### src/rtl/prog_loader.sv
// Byte-stream program loader: frames bytes into instruction words, validates opcodes and
// writes program memory; holds the CPU in reset until a complete, checksummed image is loaded.
module prog_loader #(
  parameter int         IWIDTH = 24,
  parameter int         AWIDTH = 8,
  parameter logic [7:0] HDR    = 8'hA5
) (
  input  logic              clk,
  input  logic              reset,
  input  logic              in_valid,
  input  logic [7:0]        in_data,
  output logic              in_ready,
  output logic              pm_we,
  output logic [AWIDTH-1:0] pm_addr,
  output logic [IWIDTH-1:0] pm_wdata,
  output logic              cpu_hold,
  output logic              done,
  output logic [1:0]        err
);

  localparam int NB = IWIDTH / 8;
  localparam int BW = $clog2(NB + 1);

  localparam logic [4:0] OP_IMM  = 5'h01;
  localparam logic [4:0] OP_SWI  = 5'h02;
  localparam logic [4:0] OP_ADD  = 5'h03;
  localparam logic [4:0] OP_ADDI = 5'h04;
  localparam logic [4:0] OP_MUL  = 5'h05;
  localparam logic [4:0] OP_MULI = 5'h06;
  localparam logic [4:0] OP_ST0  = 5'h07;
  localparam logic [4:0] OP_ST1  = 5'h08;

  typedef enum logic [2:0] {
    S_IDLE, S_COUNT, S_DATA, S_WRITE, S_CHECK, S_DONE, S_ERROR
  } state_t;

  state_t            state;
  logic [IWIDTH-1:0] word_q;
  logic [BW-1:0]     byte_cnt;
  logic [7:0]        words_left;
  logic [7:0]        chk;

  logic              xfer;
  logic              is_hdr;
  logic              last_byte;
  logic              op_ok;
  logic [IWIDTH-1:0] next_word;

  always_comb begin
    xfer      = in_valid & in_ready;
    is_hdr    = (in_data == HDR);
    next_word = IWIDTH'({word_q, in_data});
    last_byte = (byte_cnt == BW'(NB - 1));
    case (next_word[IWIDTH-1 -: 5])
      OP_IMM, OP_SWI, OP_ADD, OP_ADDI,
      OP_MUL, OP_MULI, OP_ST0, OP_ST1: op_ok = 1'b1;
      default:                         op_ok = 1'b0;
    endcase
  end

  always_ff @(posedge clk or posedge reset) begin
    if (reset) begin
      state      <= S_IDLE;
      in_ready   <= 1'b1;
      pm_we      <= 1'b0;
      pm_addr    <= '0;
      pm_wdata   <= '0;
      cpu_hold   <= 1'b1;
      done       <= 1'b0;
      err        <= 2'd0;
      word_q     <= '0;
      byte_cnt   <= '0;
      words_left <= 8'd0;
      chk        <= 8'd0;
    end else begin
      pm_we <= 1'b0;
      case (state)
        // Any terminal state restarts on a header; stray bytes are dropped.
        S_IDLE, S_DONE, S_ERROR: begin
          if (xfer && is_hdr) begin
            state    <= S_COUNT;
            cpu_hold <= 1'b1;
            done     <= 1'b0;
            err      <= 2'd0;
            chk      <= 8'd0;
            byte_cnt <= '0;
            pm_addr  <= '0;
          end
        end
        S_COUNT: begin
          if (xfer) begin
            if (in_data == 8'd0) begin
              state <= S_ERROR;
              err   <= 2'd3;
            end else begin
              words_left <= in_data;
              state      <= S_DATA;
            end
          end
        end
        S_DATA: begin
          if (xfer) begin
            word_q <= next_word;
            chk    <= chk ^ in_data;
            if (last_byte) begin
              byte_cnt <= '0;
              if (op_ok) begin
                state    <= S_WRITE;
                pm_we    <= 1'b1;
                pm_wdata <= next_word;
                in_ready <= 1'b0;
              end else begin
                state <= S_ERROR;
                err   <= 2'd1;
              end
            end else begin
              byte_cnt <= byte_cnt + 1'b1;
            end
          end
        end
        // One-cycle write bubble: input is stalled while the word is committed.
        S_WRITE: begin
          in_ready   <= 1'b1;
          pm_addr    <= pm_addr + 1'b1;
          words_left <= words_left - 8'd1;
          state      <= (words_left == 8'd1) ? S_CHECK : S_DATA;
        end
        S_CHECK: begin
          if (xfer) begin
            if (in_data == chk) begin
              state    <= S_DONE;
              done     <= 1'b1;
              cpu_hold <= 1'b0;
            end else begin
              state <= S_ERROR;
              err   <= 2'd2;
            end
          end
        end
        default: state <= S_IDLE;
      endcase
    end
  end

endmodule

### config.mk
export PLATFORM = sky130hd
export DESIGN_NAME = prog_loader
export DESIGN_NICKNAME = d
export VERILOG_FILES = /design/src/rtl/prog_loader.sv
export SDC_FILE = /design/constraint.sdc
export NUM_CORES = 1
export LEC_CHECK = 0
export BUFFER_PORTS_ARGS = -buffer_cell sky130_fd_sc_hd__buf_4
export CORE_UTILIZATION = 51
export CTS_CLUSTER_DIAMETER = 30
export DETAILED_ROUTE_END_ITERATION = 16
export PLACE_DENSITY = 0.75
export SYNTH_ARGS = -nofsm -noshare
export SYNTH_HDL_FRONTEND = slang
export SYNTH_SLANG_ARGS = --single-unit
### constraint.sdc
create_clock -name clk -period 2.05 [get_ports clk]
set_input_delay 0.205 -clock clk [delete_from_list [all_inputs] [get_ports clk]]
set_output_delay 0.205 -clock clk [all_outputs]
set_load 0.01 [all_outputs]
# Word-level counts from Yosys, hierarchy flattened
# Memories as Yosys holds them, arrays and structs flattened.
# Index checks and enable logic that the tools add are counted.
totals:
  regBits: 75
  latch_bits: 0
  ram_bits: 0
  mem_bits_ro: 16
  in_bits: 11
  word_cells: 104
  memories: 1
op_classes:
  addsub: 3
  n_mul: 0
  div: 0
  order_cmp: 0
  n_eq_ne: 21
  shifts: 0
  n_mux: 46
  n_bitwise: 2
  n_reduce_logical: 19
memory_table:
  columns: ["memory", "words", "word_bits", "rd", "rd_ports_with_merged_regs", "wr", "line_no", "source"]
  rows:
  - ["(name not given)", 16, 1, 1, 0, 0, "54", "case (next_word[IWIDTH-1 -: 5])"]
ops:
  columns: ["op", "n"]
  rows:
  - ["one-hot mux 8 bit (2 select lines)", 3]
  - ["two-way mux 8 bit", 4]
  - ["two-way mux 3 bit", 8]
  - ["two-way mux 2 bit", 11]
  - ["!= test 2 bit (second input constant)", 11]
  - ["one-hot mux 3 bit (5 select lines)", 1]
  - ["two-way mux 1 bit", 14]
  - ["AND reduction 4 bit", 3]
  - ["nonzero test 2 bit", 5]
  - ["== test 3 bit (second input constant)", 3]
  - ["AND reduction 9 bit", 1]
  - ["adder 8 x 1 -> 8 bit (second input constant)", 1]
  - ["== test 8 x 1 -> 1 bit (second input constant)", 1]
  - ["== test 8 bit", 1]
  - ["== test 8 bit (second input constant)", 1]
  - ["zero test 8 bit", 1]
  - ["one-hot mux 2 bit (4 select lines)", 1]
  - ["subtractor 8 x 1 -> 8 bit (second input constant)", 1]
  - ["bitwise XOR 8 bit", 1]
  - ["== test 3 x 2 -> 1 bit (second input constant)", 2]
  - ["one-hot mux 1 bit (2 select lines)", 3]
  - ["AND reduction 3 bit", 2]
  - ["AND reduction 5 bit", 1]
  - ["one-hot mux 2 bit (2 select lines)", 1]
  - ["9 further kinds", 10]

# Depth between registers and ports, before layout
# An unclocked memory read counts as a cell.
logic_depth:
  word_depth: 6
  depth_mapped: 8
  depth_no_buf: 6

# Worst setup path after synthesis
# No wires, ideal clock.
synth_path:
  path_type: "flip-flop to flip-flop"
  from: "register chk[2]"
  to: "register err[0]"
  t_arrival_ns: 1.927
  required_time_ns: 1.922
  slack_ns: -0.004
  path_stages_with_launch: 7
  synth_period_minus_slack_ns: 2.054
  cell_sequence: "dfrtp_1 > nor2b_1 > or4_1 > nor4_1 > nand3_1 > and4b_1 > mux2_1"
synth_via:
  elab_chain_cells: 3
synth_lines:
  columns: ["element", "line_no", "source"]
  rows:
  - ["start: declaration", "41", "logic [7:0] chk;"]
  - ["start signal: assignment", "104", "chk <= chk ^ in_data;"]
  - ["== test 8 bit", "130", "if (in_data == chk) begin"]
  - ["!= test 2 bit (no source line)", null, null]
  - ["AND reduction 9 bit (no source line)", null, null]
  - ["end signal: assignment", "94", "err <= 2'd3;"]
  - ["end signal: assignment", "114", "err <= 2'd1;"]
  - ["end signal: assignment", "136", "err <= 2'd2;"]
  - ["end: declaration", "18", "output logic [1:0] err"]
# No other way between the ends.
# A chain may end at the register's enable or synchronous reset.

# Worst setup path in the final report
# Ends and elaborated chain as after synthesis.

==> results.yml <==
sta:
  worst_pin_slew_ns: 0.641
  setup_viol: 2
  rsz0062_at_grt: "true"
  fin_crit_ns: 2.11
  holdWs_ns: 0.109
  fmax_ghz: 0.474
  fin_ws_ns: -0.0612
  min_period_over_period: 1.03
  fin_skew_ns: 0.00870
  finalHoldViolCount: 0
  slew_headroom: 0.572
  fin_setup_tns_ns: -0.120
  slew_violations: 0
route:
  routed_wirelength_mm: 8.14
  drtAntennaViolNets: 0
  vias_per_cell: 5.46
  vias: 2952
  drcViolationCount: 1
  wire_per_inst_um: 15.1
  first_pass_iters: 10
  drt-initial-drc-count: 175
placed_design:
  dp_hpwl_mm: 5.75
  io_buffer_count: 48
  routabilityCongestion: 0.855
  dp_cells: 521
floorplan:
  fp-row-count: 30
  initial_core_util: 0.525
  io_pins: 49
  dieArea_mm2: 0.00734
  die_h_um: 85.6
  core-area_mm2: 0.00679
  die_w_um: 85.6
critical_path:
  path_max_fanout: 3
  crit_type: "reg -> reg"
  required_ns: 2.29
  cp-start-kind: "flip-flop"
  crit_arrival_ns: 2.35
  end_kind: "flip-flop"
cts:
  clkLatencyLatePin_ns: 0.35
  cts_tree: "yes"
  numCtsBuffers: 9
  clk_pin_slew_ns: 0.09
  cts_max_path_buffers: 2
  clock-sinks: 75
  root_buffer: "clkbuf_8"
  cts_max_level: 3
layout:
  area_growth_pct: 29.2
  final_nets: 454
  layout-drive-gt1-share: 0.324
  n_antenna_cell: 0
  finalNonFillerCells: 541
  n_fill_cell: 511
global_route:
  grt_pass1_vias: 2831
  grt.total_usage: 0.238
  grt_max_degree: 30
  grt-ovfl-total: 0
  antenna_found_initial: 0
  grt_pass1_wl_mm: 13.6
outcome:
  status: "finished, violations left"
  violations: "DRC, setup timing"
logic_synthesis:
  seq_area_frac_synth: 0.527
  ys_types: 54
  synth.most_common_cell: "dfrtp_1"
  yosysTopAreaCell: "dfrtp_1"
  async_flop_share: 1.00
  syn_avg_cell_area_um2: 9.94
  synth-seq-cells: 75
  synth_edf_count: 0
  yosys-top-cells-area: "dfrtp_1 (51%), nand2_1 (7.6%), mux2_2 (7.3%)"
  yosysWarnings: 0
  synth_flop_cell: "dfrtp_1"
  syn_inst: 359
  synth_nets: 373
  synth.top_cell.area_share: 0.512
  synth_commonest_cells: "dfrtp_1 (73), nand2_1 (72), nor2_1 (26), mux2_2 (23), o21ai_0 (21)"
  syn_area_mm2: 0.00357
worst_hold_path:
  hold_path.class: "in -> reg"
job:
  drv_cap: 0
power:
  powerDensity_mw_per_mm2: 1380
  totalPowerFinal_mw: 6.37
  leakagePower_nw: 2.22
  ir_drop_v: 0.000692
[final timing paths]
check                                       from                        end  slack (ns)  cells after the start
max                           chk[2]$_DFFE_PP0P_         err[0]$_DFFE_PP0P_       -0.06                      6
min                                   in_data[5]      word_q[5]$_DFFE_PP0P_        0.11                      3
max reg2reg                   chk[2]$_DFFE_PP0P_         err[0]$_DFFE_PP0P_       -0.06                      6
min reg2reg                word_q[8]$_DFFE_PP0P_      word_q[8]$_DFFE_PP0P_        0.47                      2
max in group asynchronous                  reset       in_ready$_DFFE_PP1P_        0.94                      4
min in group asynchronous                  reset  words_left[4]$_DFFE_PP0P_        0.50                      3
[worst max-delay path, stage by stage, from the launching register on]
cell	delay (ns)
dfrtp_1	0.41
nor2b_4	0.14
or4_4	0.49
nor4_4	0.29
nand3_1	0.13
and4b_1	0.24
mux2_1	0.31
[kinds of logic (layout without fill, tap and decap cells)]
family	count (synthesis)	after routing	share of synthesized area
buffers and inverters	21	106	0.0231
muxes	26	26	0.0817
DFF	75	75	0.527
adders and majority gates	3	3	0.0105
AOI/OAI and AO/OA	67	67	0.123
xor gates and xnor gates	4	4	0.00982
and+or+nand+nor	163	164	0.225
[metrics by stage]
step	util	worst slack, ns	area, um^2
floorplan	-	0.0111	3580
global placement	0.632	-0.115	4300
detailed placement	0.632	-0.143	4300
CTS	0.673	-0.0673	4580
global route	0.679	-0.102	4610
finish	0.679	-0.0612	4610
[power by group]
part	internal, mW	switching, mW
Combinational	1.25	1.36
Clock	0.734	0.587
Sequential	2.01	0.425
[layer usage]
layer / vias up / track usage / share of wire
li1: 1429 / - / -
met4: 0 / 0.0970 / 0.019
met3: 17 / 0.0587 / 0.037
met2: 89 / 0.345 / 0.45
met5: - / 0 / 0
met1: 1417 / 0.343 / 0.49
[repair_timing]
action | 4_1_cts | 5_1_grt
gates cloned | 0 | 1
setup buffers | 2 | 0
hold buffers | 1 | 0
endpoints found under the hold margin | 27 | 0
endpoints found under the setup margin | 2 | 29
resized for setup | 4 | 7
pin swaps | 4 | 3
[final cells by class]
cell class	count	area (um^2)	share of cell area
Timing Repair Buffer	84	683	0.148
Tap cell	96	120	0.0261
Multi-Input combinational cell	264	1670	0.362
Inverter	6	26.3	0.00570
Sequential cell	75	1880	0.408
Clock buffer	10	138	0.0299
Clock inverter	6	96.3	0.0209
[state kept, by name (all words and copies together) (netlist names)]
name	cells
in_ready	1
chk	8
word_q	16
cpu_hold	1
state	3
words_left	8
pm_addr	8
pm_wdata	24
byte_cnt	2
err	2
done	1
pm_we	1
[placed cells by master (no fill, tap or decap), types with 3 or more instances in the layout]
cell      synthesis  layout
buf_4             0      79
dfrtp_1          73      73
nand2_1          72      72
nor2_1           26      25
mux2_2           23      23
o21ai_0          21      21
a21oi_1          13      13
nor2b_1          13      11
clkbuf_8          0      10
nand2b_1          8       8
nand3_1           8       8
a221o_1           7       7
nor3_1            6       5
nand3b_1          5       5
inv_1             6       5
and2_1            4       4
a31oi_1           4       4
buf_12            0       4
or4_4             1       3
o31ai_1           3       3
o22a_1            3       3
ha_1              3       3
(Power assumes the default switching activity.)
